$ cat src/rtl/serial_tx_pkg.sv
// ---------------------------------------------------------------------------
// serial_tx_pkg
// Shared types and constants for the serial pattern transmitter.
//   tx_state_t : FSM state encoding (IDLE, PRE, SHIFT, GAP)
//   PREAMBLE   : word-start sync pattern, sent MSB first (1,0,1,0)
//   PRE_LEN    : number of preamble bits
// ---------------------------------------------------------------------------
package serial_tx_pkg;

  typedef enum logic [1:0] {
    IDLE  = 2'd0,
    PRE   = 2'd1,
    SHIFT = 2'd2,
    GAP   = 2'd3
  } tx_state_t;

  localparam logic [3:0] PREAMBLE = 4'b1010;
  localparam int         PRE_LEN  = 4;

endpackage

$ cat src/rtl/serial_pattern_tx_piso.sv
// ---------------------------------------------------------------------------
// piso_shift_reg
// Parallel-in / serial-out register. Load has priority over shift; the
// register shifts left so the MSB leaves first.
// Ports:
//   clk      in   clock (posedge)
//   rst      in   synchronous active-high reset, clears the register
//   i_load   in   load i_data this edge
//   i_shift  in   shift left by one this edge (zero fill)
//   i_data   in   WIDTH-bit parallel load value
//   o_msb    out  current MSB of the register
// ---------------------------------------------------------------------------
module piso_shift_reg #(
  parameter int WIDTH = 8
) (
  input  logic             clk,
  input  logic             rst,
  input  logic             i_load,
  input  logic             i_shift,
  input  logic [WIDTH-1:0] i_data,
  output logic             o_msb
);

  logic [WIDTH-1:0] r_shreg;

  always_ff @(posedge clk) begin
    if (rst) begin
      r_shreg <= '0;
    end else if (i_load) begin
      r_shreg <= i_data;
    end else if (i_shift) begin
      r_shreg <= {r_shreg[WIDTH-2:0], 1'b0};
    end
  end

  assign o_msb = r_shreg[WIDTH-1];

endmodule

$ cat src/rtl/serial_pattern_tx.sv
// ---------------------------------------------------------------------------
// serial_pattern_tx
// Serial bit-stream transmitter. Accepts WIDTH-bit words on a valid/ready
// port and shifts them out MSB first on out_bit, qualified by out_valid.
// Optional 1010 preamble before every word when SERIAL_TX_PREAMBLE_EN is
// defined at build time; without it, accepted words go straight to SHIFT.
//
// Handshake: a word transfers on the posedge where in_valid & in_ready are
// both 1. in_ready is decoded from registers only, so upstream may hold
// in_valid/in_data indefinitely; nothing is sampled while in_ready=0.
//
// Ports:
//   clk        in   clock (posedge)
//   rst        in   synchronous active-high reset (wins over acceptance)
//   in_data    in   WIDTH-bit word to send
//   in_valid   in   in_data valid
//   in_ready   out  block can accept this cycle
//   out_bit    out  serial data (0 whenever out_valid=0)
//   out_valid  out  out_bit carries a preamble or data bit
//   busy       out  FSM not in IDLE
//   done       out  pulse during the final data bit of a word
// Parameters:
//   WIDTH       data width (>= 2)
//   GAP_CYCLES  idle bit-times after each word; 0 = back-to-back streaming
// ---------------------------------------------------------------------------
module serial_pattern_tx
  import serial_tx_pkg::*;
#(
  parameter int WIDTH      = 8,
  parameter int GAP_CYCLES = 1
) (
  input  logic             clk,
  input  logic             rst,
  input  logic [WIDTH-1:0] in_data,
  input  logic             in_valid,
  output logic             in_ready,
  output logic             out_bit,
  output logic             out_valid,
  output logic             busy,
  output logic             done
);

  localparam int BW = (WIDTH > 1) ? $clog2(WIDTH) : 1;
  // A zero-gap build still needs a legal 1-bit counter; it is never used.
  localparam int GW = (GAP_CYCLES > 0) ? $clog2(GAP_CYCLES + 1) : 1;

  localparam logic [BW-1:0] BIT_LAST = BW'(WIDTH - 1);
  localparam logic [GW-1:0] GAP_LAST = GW'((GAP_CYCLES > 0) ? (GAP_CYCLES - 1) : 0);

`ifdef SERIAL_TX_PREAMBLE_EN
  localparam tx_state_t START_STATE = PRE;
  localparam logic [1:0] PRE_LAST   = 2'(PRE_LEN - 1);
`else
  localparam tx_state_t START_STATE = SHIFT;
`endif

  tx_state_t       r_state;
  logic [BW-1:0]   r_bit_cnt;
  logic [GW-1:0]   r_gap_cnt;
`ifdef SERIAL_TX_PREAMBLE_EN
  logic [1:0]      r_pre_cnt;
`endif

  logic w_last_bit;
  logic w_in_ready;
  logic w_accept;
  logic w_shift;
  logic w_msb;
  logic w_pre_active;
  logic w_pre_bit;

  assign w_last_bit = (r_state == SHIFT) && (r_bit_cnt == BIT_LAST);

  // With no gap the next word may be taken during the last data bit so the
  // line never idles between words.
  assign w_in_ready = (r_state == IDLE) || ((GAP_CYCLES == 0) && w_last_bit);
  assign w_accept   = in_valid && w_in_ready;

  // A reload on the last bit overrides the (now pointless) shift.
  assign w_shift = (r_state == SHIFT) && !w_accept;

  piso_shift_reg #(
    .WIDTH (WIDTH)
  ) u_piso (
    .clk     (clk),
    .rst     (rst),
    .i_load  (w_accept),
    .i_shift (w_shift),
    .i_data  (in_data),
    .o_msb   (w_msb)
  );

`ifdef SERIAL_TX_PREAMBLE_EN
  assign w_pre_active = (r_state == PRE);
  assign w_pre_bit    = PREAMBLE[2'd3 - r_pre_cnt];
`else
  assign w_pre_active = 1'b0;
  assign w_pre_bit    = 1'b0;
`endif

  always_ff @(posedge clk) begin
    if (rst) begin
      r_state   <= IDLE;
      r_bit_cnt <= '0;
      r_gap_cnt <= '0;
`ifdef SERIAL_TX_PREAMBLE_EN
      r_pre_cnt <= '0;
`endif
    end else begin
      case (r_state)
        IDLE: begin
          if (w_accept) begin
            r_state   <= START_STATE;
            r_bit_cnt <= '0;
          end
        end
`ifdef SERIAL_TX_PREAMBLE_EN
        PRE: begin
          if (r_pre_cnt == PRE_LAST) begin
            r_state   <= SHIFT;
            r_pre_cnt <= '0;
          end else begin
            r_pre_cnt <= r_pre_cnt + 2'd1;
          end
        end
`endif
        SHIFT: begin
          if (w_last_bit) begin
            r_bit_cnt <= '0;
            if (w_accept) begin
              r_state <= START_STATE;
            end else if (GAP_CYCLES > 0) begin
              r_state   <= GAP;
              r_gap_cnt <= '0;
            end else begin
              r_state <= IDLE;
            end
          end else begin
            r_bit_cnt <= r_bit_cnt + 1'b1;
          end
        end
        GAP: begin
          if (r_gap_cnt == GAP_LAST) begin
            r_state   <= IDLE;
            r_gap_cnt <= '0;
          end else begin
            r_gap_cnt <= r_gap_cnt + 1'b1;
          end
        end
        default: begin
          r_state <= IDLE;
        end
      endcase
    end
  end

  // Output decode: functions of registered state only.
  assign in_ready  = w_in_ready;
  assign out_valid = (r_state == SHIFT) || w_pre_active;
  assign out_bit   = (r_state == SHIFT) ? w_msb :
                     w_pre_active       ? w_pre_bit : 1'b0;
  assign busy      = (r_state != IDLE);
  assign done      = w_last_bit;

endmodule

$ cat config.mk
export PLATFORM = sky130hd
export DESIGN_NAME = serial_pattern_tx
export DESIGN_NICKNAME = d
export VERILOG_FILES = /design/src/rtl/serial_tx_pkg.sv /design/src/rtl/serial_pattern_tx_piso.sv /design/src/rtl/serial_pattern_tx.sv
export SDC_FILE = /design/constraint.sdc
export NUM_CORES = 1
export LEC_CHECK = 0
export ABC_AREA = 1
export CORE_MARGIN = 4
export CORE_UTILIZATION = 31
export DETAILED_ROUTE_END_ITERATION = 10
export SYNTH_ARGS = -nofsm -noshare
export SYNTH_HDL_FRONTEND = slang
export SYNTH_SLANG_ARGS = --single-unit
$ cat constraint.sdc
create_clock -name clk -period 2.9 [get_ports clk]
set_clock_uncertainty 0.05 [all_clocks]
set_input_delay 0.58 -clock clk [delete_from_list [all_inputs] [get_ports clk]]
set_output_delay 0.58 -clock clk [all_outputs]
set_load 0.01 [all_outputs]
== Word level (Yosys, flattened, before mapping) ==
Cells that the tools add are included.

* Reductions and logical operators: 12
* Equal/unequal tests: 7
* Add/sub/neg operators: 2
* Muxes and demuxes: 15

{| class="wikitable"
|+ Operators with widths
! kind !! number
|-
| $mux W8 || 2
|-
| $reduce_bool A2 Y1 || 4
|-
| $mux W2 || 3
|-
| $mux W3 || 2
|-
| $pmux W2 S3 || 1
|-
| $pmux W3 S2 || 1
|-
| $reduce_and A3 Y1 || 2
|-
| $mux W1 || 5
|-
| $eq A2 B2 Y1 const B || 2
|-
| $ne A2 B1 Y1 const B || 2
|-
| $ne A2 B2 Y1 const B || 2
|-
| $add A3 B1 Y3 const B || 1
|-
| $eq A3 B3 Y1 const B || 1
|-
| $logic_and A1 B1 Y1 || 3
|-
| $logic_not A2 Y1 || 1
|-
| $pmux W1 S2 || 1
|-
| $reduce_and A2 Y1 || 1
|-
| $add A1 B1 Y1 const B || 1
|-
| $logic_not A1 Y1 || 1
|}

* Register bits: 14
* Logic and storage cells: 40

== Logic depth before layout (Yosys ltp) ==
Gate-level depths: netlist of run 1.

* Word-level depth: 6
* Mapped depth: 7
* Gate-level depth less buffers: 6

== By module ==
From an unflattened synthesis of run 1, not the netlist that was laid out.

* Cells, all modules: 94
* Area total of the unflattened synthesis: 649.4 sq um

{| class="wikitable"
|+ Modules (own cells, without submodules)
! module !! times used !! cells an instance !! area each (sq um)
|-
| piso_shift_reg || 1 || 60 || 399.1
|-
| serial_pattern_tx || 1 || 34 || 250.2
|}

== Worst setup path before layout of run 1 ==
OpenSTA, ideal clock, no wires.

* Path kind: flip-flop to output port
* Start point: register r_state[1]
* End point: output done
* Cell stages (with the launch flop): 5
* Slack: 1.355 ns
* Data required time: 2.270 ns
* Arrival time: 0.915 ns
* Path through: dfxtp_1 > inv_2 > nor2_4 > inv_1 > nor2_1

* Cells in the longest elaborated chain, start to end: 2

{| class="wikitable"
|+ RTL lines
! element !! RTL line !! RTL
|-
| from (decl) || serial_pattern_tx.sv:57 || <nowiki>tx_state_t r_state;</nowiki>
|-
| from (signal assigned) || serial_pattern_tx.sv:103 || <nowiki>r_state <= IDLE;</nowiki>
|-
| from (signal assigned) || serial_pattern_tx.sv:113 || <nowiki>r_state <= START_STATE;</nowiki>
|-
| from (signal assigned) || serial_pattern_tx.sv:131 || <nowiki>r_state <= START_STATE;</nowiki>
|-
| $eq A2 B2 Y1 || -- ||
|-
| via out_valid || serial_pattern_tx.sv:38 || <nowiki>output logic out_valid,</nowiki>
|-
| $logic_and A1 B1 Y1 || serial_pattern_tx.sv:72 || <nowiki>assign w_last_bit = (r_state == SHIFT) && (r_bit_cnt == BIT_LAST);</nowiki>
|-
| to (decl) || serial_pattern_tx.sv:40 || <nowiki>output logic done</nowiki>
|}

The timed path passes the listed nets, and every way through them passes these cells.

== Final worst setup path of run 1 ==
* Start point: register r_state[1]
* End point: output done

* Cells in the longest elaborated chain, start to end: 2

{| class="wikitable"
|+ RTL lines
! element !! RTL line
|-
| $eq A2 B2 Y1 || serial_pattern_tx.sv:72
|-
| $logic_and A1 B1 Y1 || serial_pattern_tx.sv:72
|}

No other way between the ends.

==> flow_summary.json, run 1 <==
{
  "relSlewSlack": 0.6175,
  "avgRoutedWirePerCell_um": 10.14,
  "grt_pass1_vias": 599,
  "hpwl_um": 996.2,
  "antenna_cells": 0,
  "hold_path_class": "reg2reg",
  "power_frac_seq": 0.523,
  "crit_start": "r_state[1]$_SDFFE_PP0P_",
  "max_freq_mhz": 426.1,
  "tightestPinTransition_ps": 572.0,
  "grt_usage": 0.1185,
  "io_pins": 16,
  "fin_tns_setup_ps": 0,
  "vias": 627,
  "grt_max_degree": 14,
  "antenna_found_initial": 0,
  "hold_ws_ps": 419.4,
  "dr.pass1.iters": 4,
  "internal_power_mw": 0.2746,
  "synth_nets": 108,
  "min_path_cells": 2,
  "crit_type": "reg2out",
  "grt_pass1_wl_um": 2435,
  "port_buffers": 15,
  "ctsResizeCount": 0,
  "slew_viol_final": 0,
  "ys_types": 15,
  "core_area_mm2": 0.001982,
  "cts_tree": "done",
  "yosys_warnings": 0,
  "layout_commonest_cell": "nand2_1",
  "synthCells": 95,
  "cts_setup_buffers": 0,
  "r2r-start": "r_state[1]$_SDFFE_PP0P_",
  "synth-seq-cells": 13,
  "worstSetupStartpointType": "register",
  "grt_setup_unrepaired": "false",
  "ir_worst_vdd_v": 0.0002835,
  "cts_sinks": 13,
  "viasPerCell": 4.543,
  "wirelength_um": 1399,
  "cts_max_level": 1,
  "dieArea_mm2": 0.002924,
  "pwr-share-clk": 0.301,
  "clk_latency_ps": 280,
  "initial_core_util": 0.3321,
  "worst_slack_ps": 553.0,
  "synthesis.area_um2": 658.1,
  "hp-start": "r_bit_cnt[1]$_SDFFE_PP0P_",
  "maxCapViolations": 0,
  "powerDensity_mw_per_mm2": 446.7,
  "yosysSeqAreaShare": 0.3954,
  "gp_congestion": 0.7609,
  "outcome": "completed",
  "pre_cts_slack_ps": 826.9,
  "detail-route-antenna-nets": 0,
  "cp_max_fo": 9,
  "drc": 0,
  "clock_path_buffers": 2,
  "reg2reg_depth": 5,
  "p_sw_mw": 0.09989,
  "cp-end-kind": "output port",
  "dieWidth_um": 54.08,
  "power.leakage_nw": 0.3895,
  "cp.arrival_ps": 1720,
  "hold_violations": 0,
  "first_iter_violations": 13,
  "avgSynthCellArea_um2": 6.928,
  "rows": 16,
  "die_y_um": 54.08,
  "area_growth_pct": 27.38,
  "switching_share": 0.2667,
  "layout_min_cycle_time_ps": 2347,
  "crit_required_ps": 2270,
  "post-route-period-util": 0.8093,
  "clockRootBuffer": "clkbuf_4",
  "clk_pin_slew_worst_paths_ps": 80,
  "numCtsBuffers": 3,
  "layout-drive-gt1-share": 0.09910,
  "combPwrFrac": 0.176,
  "globalRouteOverflowTotal": 0,
  "final_cell_mix": "nand2_1 (26), nor2_1 (15), clkdlybuf4s50_1 (15)",
  "hold_buffers": 0,
  "setup_viol": 0,
  "fillers": 204,
  "nets": 125
}
area by class of cell:
class                           instances  area, µm²  share of cell area
Tap cell                               27      33.78             0.04030
Clock buffer                            4      26.28             0.03134
Inverter                               13      48.80             0.05821
Sequential cell                        13      260.3              0.3104
Multi-Input combinational cell         65      311.5              0.3716
Timing Repair Buffer                   16      157.7              0.1881
through the flow:
| step | instance area, µm² | total power [mW] | cells | utilization |
|---|---|---|---|---|
| floorplan | 658.1 | 0.2407 | 95 | - |
| global placement | 812.0 | 0.2651 | 134 | 0.4097 |
| detailed placement | 812.0 | 0.2655 | 134 | 0.4097 |
| CTS | 838.3 | 0.3842 | 138 | 0.4230 |
| global route | 838.3 | 0.3974 | 138 | 0.4230 |
| finish | 838.3 | 0.3745 | 138 | 0.4230 |
worst paths after layout:
kind	endpoint	slack (ps)
hold reg to reg	r_bit_cnt[1]$_SDFFE_PP0P_	420
setup / recovery	done	550
setup reg to reg	u_piso.r_shreg[5]$_SDFFE_PP0P_	1660
hold / removal	r_bit_cnt[1]$_SDFFE_PP0P_	420
power by group through the flow:
stage	Clock, mW	Combinational (mW)	Sequential (mW)
after floorplan	0	0.0427	0.198
after global placement	0	0.0655	0.200
after detailed placement	0	0.0656	0.200
after CTS	0.122	0.0666	0.196
after global routing	0.126	0.0743	0.197
final	0.113	0.0660	0.196
metal layers:
metal / vias up / wire length (µm) / global-route usage
met3: 4 / 59 / 0.04986
li1: 327 / - / -
met5: - / 0 / 0
met2: 13 / 676 / 0.2077
met1: 283 / 630 / 0.1231
met4: 0 / 34 / 0.04979
registers in the layout (all words and copies together), names as in the netlist:
signal / count
r_bit_cnt: 3
r_state: 2
u_piso.r_shreg: 8
critical path: stages (launching register included):
cell             delay (ps)
dfxtp_1                 440
inv_2                    70
nor2_4                  190
inv_1                   110
nor2_1                   90
clkdlybuf4s50_1         540
synthesized netlist by cell type:
library cell / number / area share
inv_1: 11 / 0.063
buf_6: 3 / 0.051
nor2_4: 1 / 0.017
nand3_1: 12 / 0.091
o21ai_2: 1 / 0.013
inv_2: 2 / 0.011
nor2_1: 15 / 0.086
nor3_2: 1 / 0.015
nand2_1: 26 / 0.15
dfxtp_1: 13 / 0.40
clkbuf_1: 1 / 0.0057
a21oi_1: 4 / 0.030
nor3_1: 1 / 0.0076
ha_1: 2 / 0.038
a21oi_2: 2 / 0.027
logic make-up (layout without fill, tap and decap cells):
kind of cell,after synthesis,after routing,synth area share
adders and majority gates,2,2,0.03802
and+or+nand+nor,56,56,0.3650
DFF,13,13,0.3954
AOI/OAI and AO/OA,7,7,0.07035
buffers and inverters,17,33,0.1312
(Power assumes the default switching activity.)
==> inputs of run 2 (changes only) <==
==> constraint.sdc (replaced) <==
create_clock -name clk -period 2 [get_ports clk]
set_clock_uncertainty 0.05 [all_clocks]
set_input_delay 0.4 -clock clk [delete_from_list [all_inputs] [get_ports clk]]
set_output_delay 0.4 -clock clk [all_outputs]
set_load 0.01 [all_outputs]
==> flow_summary.json, run 2 (synthesis results as in run 1) <==
{
  "gp_congestion": 0.7851,
  "tightestPinTransition_ps": 542.6,
  "hold_buffers": 0,
  "cp_max_fo": 3,
  "crit_type": "reg2out",
  "layout-drive-gt1-share": 0.1565,
  "die_y_um": 54.08,
  "antenna_found_initial": 0,
  "clk_pin_slew_worst_paths_ps": 80,
  "antenna_cells": 0,
  "drc": 0,
  "nets": 129,
  "first_iter_violations": 10,
  "core_area_mm2": 0.001982,
  "globalRouteOverflowTotal": 0,
  "cp-end-kind": "output port",
  "power.leakage_nw": 0.4189,
  "ctsResizeCount": 4,
  "grt_pass1_vias": 583,
  "post-route-period-util": 0.9495,
  "io_pins": 16,
  "ir_worst_vdd_v": 0.0002866,
  "grt_max_degree": 14,
  "numCtsBuffers": 3,
  "final_area_um2": 874.6,
  "placed_area_um2": 842.1,
  "worstSetupStartpointType": "register",
  "port_buffers": 15,
  "slew_viol_final": 0,
  "regMostFlops": "u_piso.r_shreg",
  "fin_tns_setup_ps": 0,
  "fillers": 218,
  "cts_tree": "done",
  "clock_path_buffers": 2,
  "detail-route-antenna-nets": 0,
  "cts_setup_buffers": 0,
  "clockRootBuffer": "clkbuf_4",
  "reg_top3": "u_piso.r_shreg (8), r_bit_cnt (3), r_state (2)",
  "layout_min_cycle_time_ps": 1899,
  "largest_reg_flops": 8,
  "wirelength_um": 1454,
  "hpwl_um": 1063,
  "area_growth_pct": 32.89,
  "avgRoutedWirePerCell_um": 10.24,
  "cp.arrival_ps": 1450,
  "final_cell_mix": "nand2_1 (26), nor2_1 (14), clkdlybuf4s50_1 (13)",
  "cts_max_level": 1,
  "hold_violations": 0,
  "grt_usage": 0.1156,
  "cts_sinks": 13,
  "dieArea_mm2": 0.002924,
  "hold_path_class": "reg2reg",
  "clk_latency_ps": 270,
  "powerDensity_mw_per_mm2": 628.1,
  "vias": 594,
  "outcome": "completed",
  "setup_viol": 0,
  "viasPerCell": 4.183,
  "maxCapViolations": 0,
  "grt_pass1_wl_um": 2415,
  "rows": 16,
  "layout_commonest_cell": "nand2_1",
  "max_freq_mhz": 526.6,
  "crit_required_ps": 1550,
  "dieWidth_um": 54.08,
  "relSlewSlack": 0.6371,
  "dr.pass1.iters": 4,
  "grt_setup_unrepaired": "false",
  "initial_core_util": 0.3321
}
-- run 2: cell type report --
cell class | count | area [µm²] | share of cell area
repair buffers | 20 | 186.4 | 0.2132
inverters | 13 | 48.80 | 0.05579
flip-flops and latches | 13 | 264.0 | 0.3019
multi-input cells | 65 | 314.1 | 0.3591
clock inverters | 1 | 5.005 | 0.005722
well taps | 27 | 33.78 | 0.03863
clock buffers | 3 | 22.52 | 0.02575
-- run 2: final timing paths --
kind | start | to | slack (ps) | cells after the start
setup / recovery | r_bit_cnt[0]$_SDFFE_PP0P_ | done | 100 | 5
hold / removal | r_bit_cnt[1]$_SDFFE_PP0P_ | r_bit_cnt[1]$_SDFFE_PP0P_ | 420 | 2
setup reg to reg | r_bit_cnt[0]$_SDFFE_PP0P_ | r_bit_cnt[2]$_SDFFE_PP0P_ | 800 | 5
hold reg to reg | r_bit_cnt[1]$_SDFFE_PP0P_ | r_bit_cnt[1]$_SDFFE_PP0P_ | 420 | 2
-- run 2: stage by stage --
stage	util	worst slack, ps	total power, mW	hold slack (ps)	std cells
final	0.4413	101.0	0.5494	419.3	142
after global routing	0.4413	19.40	0.5778	431.8	142
after CTS	0.4394	7.401	0.5551	423.5	142
after detailed placement	0.4249	166.5	0.3939	411.6	138
after global placement	0.4249	216.6	0.3927	402.7	138
after floorplan	-	635.2	0.3490	386.6	95
-- run 2: power breakdown --
part           leakage [nW]  switching [mW]  internal, mW
clock                0.0177          0.0891        0.0740
combinational         0.294          0.0498        0.0534
sequential            0.107         0.00989         0.273
-- run 2: routing by layer --
layer	share of wire	track usage	wire [µm]
met5	0	0	0
met1	0.48	0.1398	703
met4	0.013	0.06224	19
met2	0.48	0.1956	699
met3	0.023	0.01662	33
-- run 2: critical path, stage by stage, from the launching register on --
cell and delay [ps]:
dfxtp_1 370, ha_1 170, ha_1 160, inv_1 80, nor2_1 120, clkdlybuf4s15_1 260
